===== src/rtl/dmem_arb_pkg.sv =====
// rtl/dmem_arb_pkg.sv - shared state encoding and default widths for the data memory arbiter
package dmem_arb_pkg;

  localparam int DEF_AW = 32;
  localparam int DEF_DW = 32;

  typedef enum logic [1:0] {
    IDLE  = 2'd0,
    ISSUE = 2'd1,
    RESP  = 2'd2
  } state_t;

endpackage


===== src/rtl/dmem_arbiter_if.sv =====
// rtl/dmem_arbiter_if.sv - two requester ports plus the data memory bus
interface dmem_arbiter_if
  import dmem_arb_pkg::*;
#(
  parameter int AW = DEF_AW,
  parameter int DW = DEF_DW
) ();

  logic          req0_valid;
  logic          req0_ready;
  logic          req0_we;
  logic [AW-1:0] req0_addr;
  logic [DW-1:0] req0_wdata;
  logic          rsp0_valid;
  logic [DW-1:0] rsp0_rdata;

  logic          req1_valid;
  logic          req1_ready;
  logic          req1_we;
  logic [AW-1:0] req1_addr;
  logic [DW-1:0] req1_wdata;
  logic          rsp1_valid;
  logic [DW-1:0] rsp1_rdata;

  logic [AW-1:0] mem_address;
  logic [DW-1:0] mem_write_data;
  logic          mem_read;
  logic          mem_write;
  logic [DW-1:0] mem_read_data;

  modport slave (
    input  req0_valid, req0_we, req0_addr, req0_wdata,
    output req0_ready, rsp0_valid, rsp0_rdata,
    input  req1_valid, req1_we, req1_addr, req1_wdata,
    output req1_ready, rsp1_valid, rsp1_rdata,
    output mem_address, mem_write_data, mem_read, mem_write,
    input  mem_read_data
  );

  modport master (
    output req0_valid, req0_we, req0_addr, req0_wdata,
    input  req0_ready, rsp0_valid, rsp0_rdata,
    output req1_valid, req1_we, req1_addr, req1_wdata,
    input  req1_ready, rsp1_valid, rsp1_rdata,
    input  mem_address, mem_write_data, mem_read, mem_write,
    output mem_read_data
  );

endinterface


===== src/rtl/rr_arb2.sv =====
// rtl/rr_arb2.sv - two-way round-robin grant, combinational
module rr_arb2 (
  input  logic [1:0] valid,
  input  logic       last_grant,
  output logic [1:0] grant
);

  // On a tie the port that did not win last time takes the grant.
  assign grant[0] = valid[0] & (~valid[1] | last_grant);
  assign grant[1] = valid[1] & (~valid[0] | ~last_grant);

endmodule


===== src/rtl/dmem_arbiter.sv =====
// rtl/dmem_arbiter.sv - shares one data memory between two requesters, one access per three cycles
module dmem_arbiter
  import dmem_arb_pkg::*;
#(
  parameter int AW = DEF_AW,
  parameter int DW = DEF_DW
) (
  input  logic            clk,
  input  logic            rst_n,
  dmem_arbiter_if.slave   bus
);

  state_t        state;
  logic          last_grant;
  logic          lat_we;
  logic          lat_port;
  logic [AW-1:0] lat_addr;
  logic [DW-1:0] lat_wdata;
  logic          mem_read_q;
  logic          mem_write_q;
  logic [1:0]    rsp_valid_q;

  logic [1:0]    grant;
  logic          idle;
  logic          accept;
  logic          win_port;
  logic          win_we;
  logic [AW-1:0] win_addr;
  logic [DW-1:0] win_wdata;
  logic          rd_rsp;

  rr_arb2 u_rr_arb2 (
    .valid      ({bus.req1_valid, bus.req0_valid}),
    .last_grant (last_grant),
    .grant      (grant)
  );

  assign idle      = rst_n && (state == IDLE);
  assign accept    = idle && (grant != 2'b00);
  assign win_port  = grant[1];
  assign win_we    = win_port ? bus.req1_we    : bus.req0_we;
  assign win_addr  = win_port ? bus.req1_addr  : bus.req0_addr;
  assign win_wdata = win_port ? bus.req1_wdata : bus.req0_wdata;

  assign bus.req0_ready = idle && grant[0];
  assign bus.req1_ready = idle && grant[1];

  assign bus.mem_address    = lat_addr;
  assign bus.mem_write_data = lat_wdata;
  assign bus.mem_read       = mem_read_q;
  assign bus.mem_write      = mem_write_q;

  // Memory updates read data at the end of ISSUE, so RESP forwards it directly.
  assign rd_rsp         = (state == RESP) && !lat_we;
  assign bus.rsp0_valid = rsp_valid_q[0];
  assign bus.rsp1_valid = rsp_valid_q[1];
  assign bus.rsp0_rdata = (rd_rsp && !lat_port) ? bus.mem_read_data : '0;
  assign bus.rsp1_rdata = (rd_rsp &&  lat_port) ? bus.mem_read_data : '0;

  always_ff @(posedge clk or negedge rst_n) begin
    if (!rst_n) begin
      state       <= IDLE;
      last_grant  <= 1'b1;
      lat_we      <= 1'b0;
      lat_port    <= 1'b0;
      lat_addr    <= '0;
      lat_wdata   <= '0;
      mem_read_q  <= 1'b0;
      mem_write_q <= 1'b0;
      rsp_valid_q <= 2'b00;
    end else begin
      case (state)
        IDLE: begin
          rsp_valid_q <= 2'b00;
          if (accept) begin
            lat_we      <= win_we;
            lat_port    <= win_port;
            lat_addr    <= win_addr;
            lat_wdata   <= win_wdata;
            last_grant  <= win_port;
            mem_read_q  <= ~win_we;
            mem_write_q <= win_we;
            state       <= ISSUE;
          end
        end
        ISSUE: begin
          mem_read_q  <= 1'b0;
          mem_write_q <= 1'b0;
          rsp_valid_q <= lat_port ? 2'b10 : 2'b01;
          state       <= RESP;
        end
        RESP: begin
          rsp_valid_q <= 2'b00;
          state       <= IDLE;
        end
        default: begin
          mem_read_q  <= 1'b0;
          mem_write_q <= 1'b0;
          rsp_valid_q <= 2'b00;
          state       <= IDLE;
        end
      endcase
    end
  end

endmodule


===== src/flat_wrapper.sv =====
// flat-port wrapper written by rule: the top's interface ports become plain ports
module dmem_arbiter_flat import dmem_arb_pkg::*;
#(
  parameter int AW = DEF_AW,
  parameter int DW = DEF_DW
)
  (clk, rst_n, bus_req0_valid, bus_req0_we, bus_req0_addr, bus_req0_wdata, bus_req0_ready, bus_rsp0_valid, bus_rsp0_rdata, bus_req1_valid, bus_req1_we, bus_req1_addr, bus_req1_wdata, bus_req1_ready, bus_rsp1_valid, bus_rsp1_rdata, bus_mem_address, bus_mem_write_data, bus_mem_read, bus_mem_write, bus_mem_read_data);
  dmem_arbiter_if #(.AW(AW), .DW(DW)) bus_i ();
  input  logic clk;
  input  logic rst_n;
  input wire logic [$bits(bus_i.req0_valid)-1:0] bus_req0_valid;
  input wire logic [$bits(bus_i.req0_we)-1:0] bus_req0_we;
  input wire logic [$bits(bus_i.req0_addr)-1:0] bus_req0_addr;
  input wire logic [$bits(bus_i.req0_wdata)-1:0] bus_req0_wdata;
  output wire logic [$bits(bus_i.req0_ready)-1:0] bus_req0_ready;
  output wire logic [$bits(bus_i.rsp0_valid)-1:0] bus_rsp0_valid;
  output wire logic [$bits(bus_i.rsp0_rdata)-1:0] bus_rsp0_rdata;
  input wire logic [$bits(bus_i.req1_valid)-1:0] bus_req1_valid;
  input wire logic [$bits(bus_i.req1_we)-1:0] bus_req1_we;
  input wire logic [$bits(bus_i.req1_addr)-1:0] bus_req1_addr;
  input wire logic [$bits(bus_i.req1_wdata)-1:0] bus_req1_wdata;
  output wire logic [$bits(bus_i.req1_ready)-1:0] bus_req1_ready;
  output wire logic [$bits(bus_i.rsp1_valid)-1:0] bus_rsp1_valid;
  output wire logic [$bits(bus_i.rsp1_rdata)-1:0] bus_rsp1_rdata;
  output wire logic [$bits(bus_i.mem_address)-1:0] bus_mem_address;
  output wire logic [$bits(bus_i.mem_write_data)-1:0] bus_mem_write_data;
  output wire logic [$bits(bus_i.mem_read)-1:0] bus_mem_read;
  output wire logic [$bits(bus_i.mem_write)-1:0] bus_mem_write;
  input wire logic [$bits(bus_i.mem_read_data)-1:0] bus_mem_read_data;
  assign bus_i.req0_valid = bus_req0_valid;
  assign bus_i.req0_we = bus_req0_we;
  assign bus_i.req0_addr = bus_req0_addr;
  assign bus_i.req0_wdata = bus_req0_wdata;
  assign bus_req0_ready = bus_i.req0_ready;
  assign bus_rsp0_valid = bus_i.rsp0_valid;
  assign bus_rsp0_rdata = bus_i.rsp0_rdata;
  assign bus_i.req1_valid = bus_req1_valid;
  assign bus_i.req1_we = bus_req1_we;
  assign bus_i.req1_addr = bus_req1_addr;
  assign bus_i.req1_wdata = bus_req1_wdata;
  assign bus_req1_ready = bus_i.req1_ready;
  assign bus_rsp1_valid = bus_i.rsp1_valid;
  assign bus_rsp1_rdata = bus_i.rsp1_rdata;
  assign bus_mem_address = bus_i.mem_address;
  assign bus_mem_write_data = bus_i.mem_write_data;
  assign bus_mem_read = bus_i.mem_read;
  assign bus_mem_write = bus_i.mem_write;
  assign bus_i.mem_read_data = bus_mem_read_data;
  dmem_arbiter #(.AW(AW), .DW(DW)) u_core (.clk(clk), .rst_n(rst_n), .bus(bus_i));
endmodule

===== config.mk =====
export PLATFORM = sky130hd
export DESIGN_NAME = dmem_arbiter_flat
export DESIGN_NICKNAME = d
export VERILOG_FILES = /design/src/rtl/dmem_arb_pkg.sv /design/src/rtl/dmem_arbiter_if.sv /design/src/rtl/rr_arb2.sv /design/src/rtl/dmem_arbiter.sv /design/src/flat_wrapper.sv
export SDC_FILE = /design/constraint.sdc
export NUM_CORES = 1
export LEC_CHECK = 0
export ABC_AREA = 1
export CAP_MARGIN = 5
export CORE_AREA = 2 2 118 120
export DETAILED_ROUTE_END_ITERATION = 6
export DIE_AREA = 0 0 120 122
export GPL_TIMING_DRIVEN = 0
export PLACE_DENSITY = 0.71
export SYNTH_ARGS = -nofsm -noshare
export SYNTH_HDL_FRONTEND = slang
export SYNTH_HIERARCHICAL = 1
export SYNTH_SLANG_ARGS = --single-unit

===== constraint.sdc =====
create_clock -name clk -period 4.3 [get_ports clk]
set_input_delay 0.86 -clock clk [delete_from_list [all_inputs] [get_ports clk]]
set_output_delay 0.86 -clock clk [all_outputs]
set_load 0.01 [all_outputs]

==> reports/metrics.cfg, run 1 <==
[global_routing]
grt_start_max_net_pins = 41
gr-total-overflow = 0
met3_usage_pct = 6.65
grt_antenna_before_repair = 0
grt_pass1_wl_mm = 22.7
busiest_layer = met2
use_met1_pct = 22.7
grt_use_total_pct = 20.1
grt_pass1_vias = 4220
met2_usage_pct = 35.9

[yosys]
netlist.area_leader.share_pct = 47.1
synth_top_family_by_area = simple AND/OR/NAND/NOR gates
ys_types = 22
yosys.area.top_type = dfrtp_1
ys_warn_count = 6
syn-cell-area_um2 = 3830
synth-seq-area-share_pct = 47.8
dominantRegCellSynth = dfrtp_1
synth.most_common_cell = o21ai_0
synth-edff-count = 0
syn_inst = 500
synth_compound_area_share_pct = 17.5
synth-seq-cells = 73
async_flop_share_pct = 100
ys_top_cells_by_count = o21ai_0 (96), nand2_1 (79), dfrtp_1 (72), nor2_1 (68), or2_2 (53)
synth-xor-area-share_pct = 0
syn-num-nets = 666
muxShareOfSynthArea_pct = 0
yosys-top-cells-area = dfrtp_1 (47%), o21ai_0 (13%), or2_2 (8.7%)
syn_avg_cell_area_um2 = 7.65
yosys.area_share.adder_pct = 0
synthSimpleGateAreaFrac_pct = 26.3

[placement]
numPortBuffers = 299
dpl.hpwl_mm = 12.0
detailed_place.area_um2 = 7060
place.gp.congestion = 0.778

[route]
drt-pass1-iter-count = 4
antenna_left = 0
drc = 0
vias_per_cell = 4.44
num_vias = 4426
wire_per_inst_um = 15.2
drt_iter0_markers = 165
routed_wl_mm = 15.1

[timing]
fin_crit_sh_pct = 82.5
hold_violations = 0
slew_violations = 0
max_freq_ghz = 0.282
setup_viol = 0
worst_pin_slew_ps = 521
maxSlewHeadroom_pct = 65.2
rsz0062_at_grt = no
fin_skew_ps = 12.7
fin_crit_ps = 3550
hold_ws_ps = 471

[worst_setup_path]
cp.required_ps = 3440
setup.worst_path.start_class = input port
critical_path_class = input port to output pin
critPathMaxFanout = 10
cpMostUsedCell = clkdlybuf4s50_1
cp.arrival_ps = 2690
slowest_delay_ps = 580
path_cells = clkdlybuf4s50_1, a21boi_2, inv_2, buf_2, nor2_1, clkdlybuf4s50_1
crit_slowest_cell = clkdlybuf4s50_1
endpoint_kind = output pin

[floorplanning]
io_pins = 300
die_height_um = 122
rows = 43
initial_utilization_pct = 28.3
dieArea_um2 = 14600
fp.dieW_um = 120
core-area_um2 = 13500

[hold_path]
hold_path_class = register to register

[flow_run]
max_cap_viol_count = 0

[cells_and_area]
nNetsFinal = 977
postLayoutCoreUtil_pct = 54.7
areaGrowthSynthToFinish_pct = 92.9
layout-drive-gt1-share_pct = 10.8
insertedDiodeCount = 0
stdcell_area_um2 = 7380

[clocking]
hold_buffers = 0
cts_setup_buffers = 0
cts_tree = done
clockBufferDepth = 2
htreeDepth = 3
clock-sinks = 73
root_buffer = clkbuf_16
path_clk_slew_ps = 60
clk_latency_ps = 330
cts_made_buffers = 9
cts_resized = 0

[power]
ir_drop_mv = 0.217
leakage_nw = 3.21
power_mw = 3.80
power.density_nw_per_um2 = 515

[outcome]
status = finished clean

critical path: cells and delay by family:
family | cells | cell delay [ps]
AO/OA/AOI/OAI | 1 | 280
AND/OR/NAND/NOR | 1 | 170
buffers and inverters | 4 | 1380
sequential cells by signal, indices dropped and copies added, names as in the netlist, 2 cells and up:
name / flops
u_core/bus.mem_address: 32
u_core/bus.mem_write_data: 32
u_core/rsp_valid_q: 2
u_core/state: 2
power by group:
part,internal [mW],total (mW),switching [mW],leakage [nW]
logic,0.984,1.78,0.800,2.16
registers,1.02,1.21,0.187,0.897
clock network,0.511,0.804,0.293,0.153
stage by stage:
step | TNS (ps) | setup WS, ps | instances
finish | 0 | 751 | 996
global route | 0 | 606 | 996
floorplan | 0 | 1940 | 500
CTS | 0 | 735 | 996
detailed placement | 0 | 743 | 980
global placement | -103330 | -1560 | 979
path summary, 6_finish.rpt:
path,from,to,slack [ps],depth (start not counted)
hold / removal,u_core/bus.mem_write,u_core/bus.mem_write,470,2
max in group asynchronous,rst_n,u_core/bus.mem_address[20],3200,2
setup / recovery,bus_req1_valid,bus_req1_ready,750,6
setup reg to reg,u_core/last_grant,u_core/bus.mem_write_data[16],2520,6
hold reg to reg,u_core/bus.mem_write,u_core/bus.mem_write,470,2
min in group asynchronous,rst_n,u_core/bus.mem_write_data[30],500,1
layout by cell type (no fill, tap or decap), types with 6 or more instances in the layout:
master and instances:
clkbuf_1 23, nor2_1 68, clkbuf_16 9, or2_2 53, buf_2 6, clkdlybuf4s50_1 298
nand2_1 79, dfrtp_1 72, inv_1 41, o21ai_1 34, or2_1 12, o21ai_0 96
cell type report:
| class | count | area [um2] |
|---|---|---|
| multi-input cells | 351 | 1680 |
| repair buffers | 300 | 3010 |
| clock buffers | 10 | 229 |
| plain buffers | 34 | 163 |
| fillers | 1293 | 6120 |
| flip-flops and latches | 73 | 1830 |
| clock inverters | 6 | 90.1 |
| well taps | 180 | 225 |
| inverters | 42 | 158 |
per-layer routing:
metal / wire length [um] / vias up
met2: 7640 / 194
met3: 1310 / 16
met1: 5930 / 2015
li1: - / 2201
met4: 227 / 0
met5: 0 / -
cell families (layout without fill, tap and decap cells):
family | Yosys count | count (layout)
and+or+nand+nor | 219 | 219
AOI/OAI and AO/OA | 132 | 132
buffers and inverters | 76 | 392
DFF | 73 | 73
Power figures use the tool's default switching activity.
==> run 2: changes to the inputs <==
--- a/config.mk
+++ b/config.mk
@@ -7,11 +7,11 @@
 export LEC_CHECK = 0
 export ABC_AREA = 1
 export CAP_MARGIN = 5
-export CORE_AREA = 2 2 118 120
+export CORE_AREA = 2 2 116 118
 export DETAILED_ROUTE_END_ITERATION = 6
-export DIE_AREA = 0 0 120 122
+export DIE_AREA = 0 0 118 120
 export GPL_TIMING_DRIVEN = 0
-export PLACE_DENSITY = 0.71
+export PLACE_DENSITY = 0.76
 export SYNTH_ARGS = -nofsm -noshare
 export SYNTH_HDL_FRONTEND = slang
 export SYNTH_HIERARCHICAL = 1
==> constraint.sdc (replaced) <==
create_clock -name clk -period 3.2 [get_ports clk]
set_input_delay 0.64 -clock clk [delete_from_list [all_inputs] [get_ports clk]]
set_output_delay 0.64 -clock clk [all_outputs]
set_load 0.01 [all_outputs]
==> reports/metrics.cfg, run 2 (synthesis results as in run 1) <==
[timing]
max_freq_ghz = 0.326
fin_crit_ps = 3070
slew_violations = 0  ; unchanged
worst_pin_slew_ps = 534  ; +12.6 ps
final.setup.worst_slack_ps = 131  ; -621 ps
maxSlewHeadroom_pct = 64.4  ; -0.84 points
fin_skew_ps = 4.30  ; -8.36 ps
hold_violations = 0  ; unchanged
timing.setup.tns_ps = 0  ; unchanged
setup_viol = 0  ; unchanged
rsz0062_at_grt = no
fin_crit_sh_pct = 95.9

[clocking]
clk_latency_ps = 330  ; about the same
clock-sinks = 73  ; unchanged
path_clk_slew_ps = 60  ; about the same
cts_setup_buffers = 0  ; unchanged
htreeDepth = 3  ; unchanged
cts_tree = done
clockBufferDepth = 2  ; unchanged
root_buffer = clkbuf_16
cts_made_buffers = 9  ; unchanged

[power]
power.density_nw_per_um2 = 691  ; +34%
power_mw = 5.10  ; +34%
leakage_nw = 3.22  ; +0.23%
ir_drop_mv = 0.398  ; +83%

[worst_setup_path]
crit_slowest_cell = clkdlybuf4s50_1
critical_path_buf_inv_count = 4  ; unchanged
critical_path_class = input port to output pin
startpoint = bus_req1_valid
slowest_delay_ps = 580  ; about the same
r2r_start = u_core/last_grant
setup.worst_path.start_class = input port
cpMostUsedCell = clkdlybuf4s50_1
cpLargestDelayFamily = buffers and inverters
path_cells = clkdlybuf4s50_1, a21boi_4, inv_2, buf_2, nor2_1, clkdlybuf4s50_1
critPathMaxFanout = 10  ; unchanged
cp.required_ps = 2560  ; -880 ps
cp.arrival_ps = 2430  ; -260 ps
endpoint_kind = output pin

[global_routing]
grt_use_total_pct = 20.4  ; +0.33 points
grt_pass1_vias = 4373  ; +3.6%
grt_start_max_net_pins = 41  ; unchanged
grt_pass1_wl_mm = 22.7  ; about the same
grt_antenna_before_repair = 0  ; unchanged
gr-total-overflow = 0  ; unchanged

[route]
vias_per_cell = 4.42  ; -0.63%
drc = 0  ; unchanged
drt-pass1-iter-count = 4  ; unchanged
antenna_left = 0  ; unchanged
num_vias = 4376  ; -1.1%
routed_wl_mm = 14.6  ; -3.3%
drt_iter0_markers = 138  ; -16%
wire_per_inst_um = 14.7  ; -2.8%

[cells_and_area]
areaGrowthSynthToFinish_pct = 93.0  ; about the same
stdcell_area_um2 = 7390  ; about the same
layout-drive-gt1-share_pct = 10.7  ; -0.11 points
nNetsFinal = 977  ; unchanged
postLayoutCoreUtil_pct = 56.9  ; +2.2 points
insertedDiodeCount = 0  ; unchanged
mostFrequentLayoutCell = clkdlybuf4s50_1
final_cell_mix = clkdlybuf4s50_1 (298), o21ai_0 (96), nand2_1 (79)

[floorplanning]
initial_utilization_pct = 29.5  ; +1.1 points
io_pins = 300  ; unchanged
die_height_um = 120  ; -1.6%
fp.dieW_um = 118  ; -1.7%
dieArea_um2 = 14200  ; -3.3%
core-area_um2 = 13000  ; -3.9%
rows = 42  ; -2.3%

[outcome]
status = finished clean

[placement]
numPortBuffers = 299  ; unchanged
place.gp.congestion = 0.813  ; +4.5%
pre_cts_slack_ps = 95.9  ; -647 ps
detailed_place.area_um2 = 7060  ; about the same
dpl.hpwl_mm = 11.8  ; -2.2%

[hold_path]
hold_path_class = input port to async pin

[flow_run]
max_cap_viol_count = 0  ; unchanged

-- run 2: per-stage QoR --
| step | hold WS (ps) | instances |
|---|---|---|
| 6_report | 292 | 991 |
| 3_5_place_dp | 456 | 976 |
| 3_3_place_gp | 442 | 975 |
| 2_1_floorplan | 344 | 500 |
| 4_1_cts | 301 | 991 |
| 5_1_grt | 320 | 991 |
-- run 2: cell type report --
class / instances / area, um2
fill: 1217 / 5590
timing repair buffer: 300 / 3010
sequential: 73 / 1830
multi-input combinational: 351 / 1690
clock buffer: 11 / 243
tap: 176 / 220
buffer: 34 / 163
inverter: 42 / 158
clock inverter: 4 / 77.6
-- run 2: routing by layer --
| metal | global-route usage (%) | share of wire (%) | vias up |
|---|---|---|---|
| li1 | - | - | 2201 |
| met1 | 22.6 | 39 | 1955 |
| met2 | 35.8 | 50 | 196 |
| met3 | 7.08 | 8.8 | 24 |
| met4 | 7.98 | 2.6 | 0 |
| met5 | 0 | 0 | - |
-- run 2: final timing paths --
kind,end,slack (ps),cells after the start
max in group asynchronous,u_core/bus.mem_address[12],2320,2
min in group clk,u_core/rsp_valid_q[0],460,1
max reg2reg,u_core/bus.mem_address[11],1400,9
max,bus_req1_ready,130,6
min reg2reg,u_core/rsp_valid_q[0],460,1
min,u_core/bus.mem_address[3],290,1
-- run 2: what timing repair did --
item	CTS	global route
gates resized for setup	0	1
endpoints found under the setup margin	0	1
hold endpoints to repair	0	0
hold buffers	0	0
-- run 2: worst reg2reg max path, stage by stage (launching register included) --
cell and delay [ps]:
dfstp_2 560, inv_1 60, a21oi_2 140, inv_1 80, nand2_1 80, nand3_2 180
buf_6 230, buf_4 180, nand2_1 60, o21ai_0 80
-- run 2: power by group --
part,internal (mW),switching [mW]
Combinational,1.32,1.06
Sequential,1.38,0.261
Clock,0.702,0.381
Total,3.40,1.70
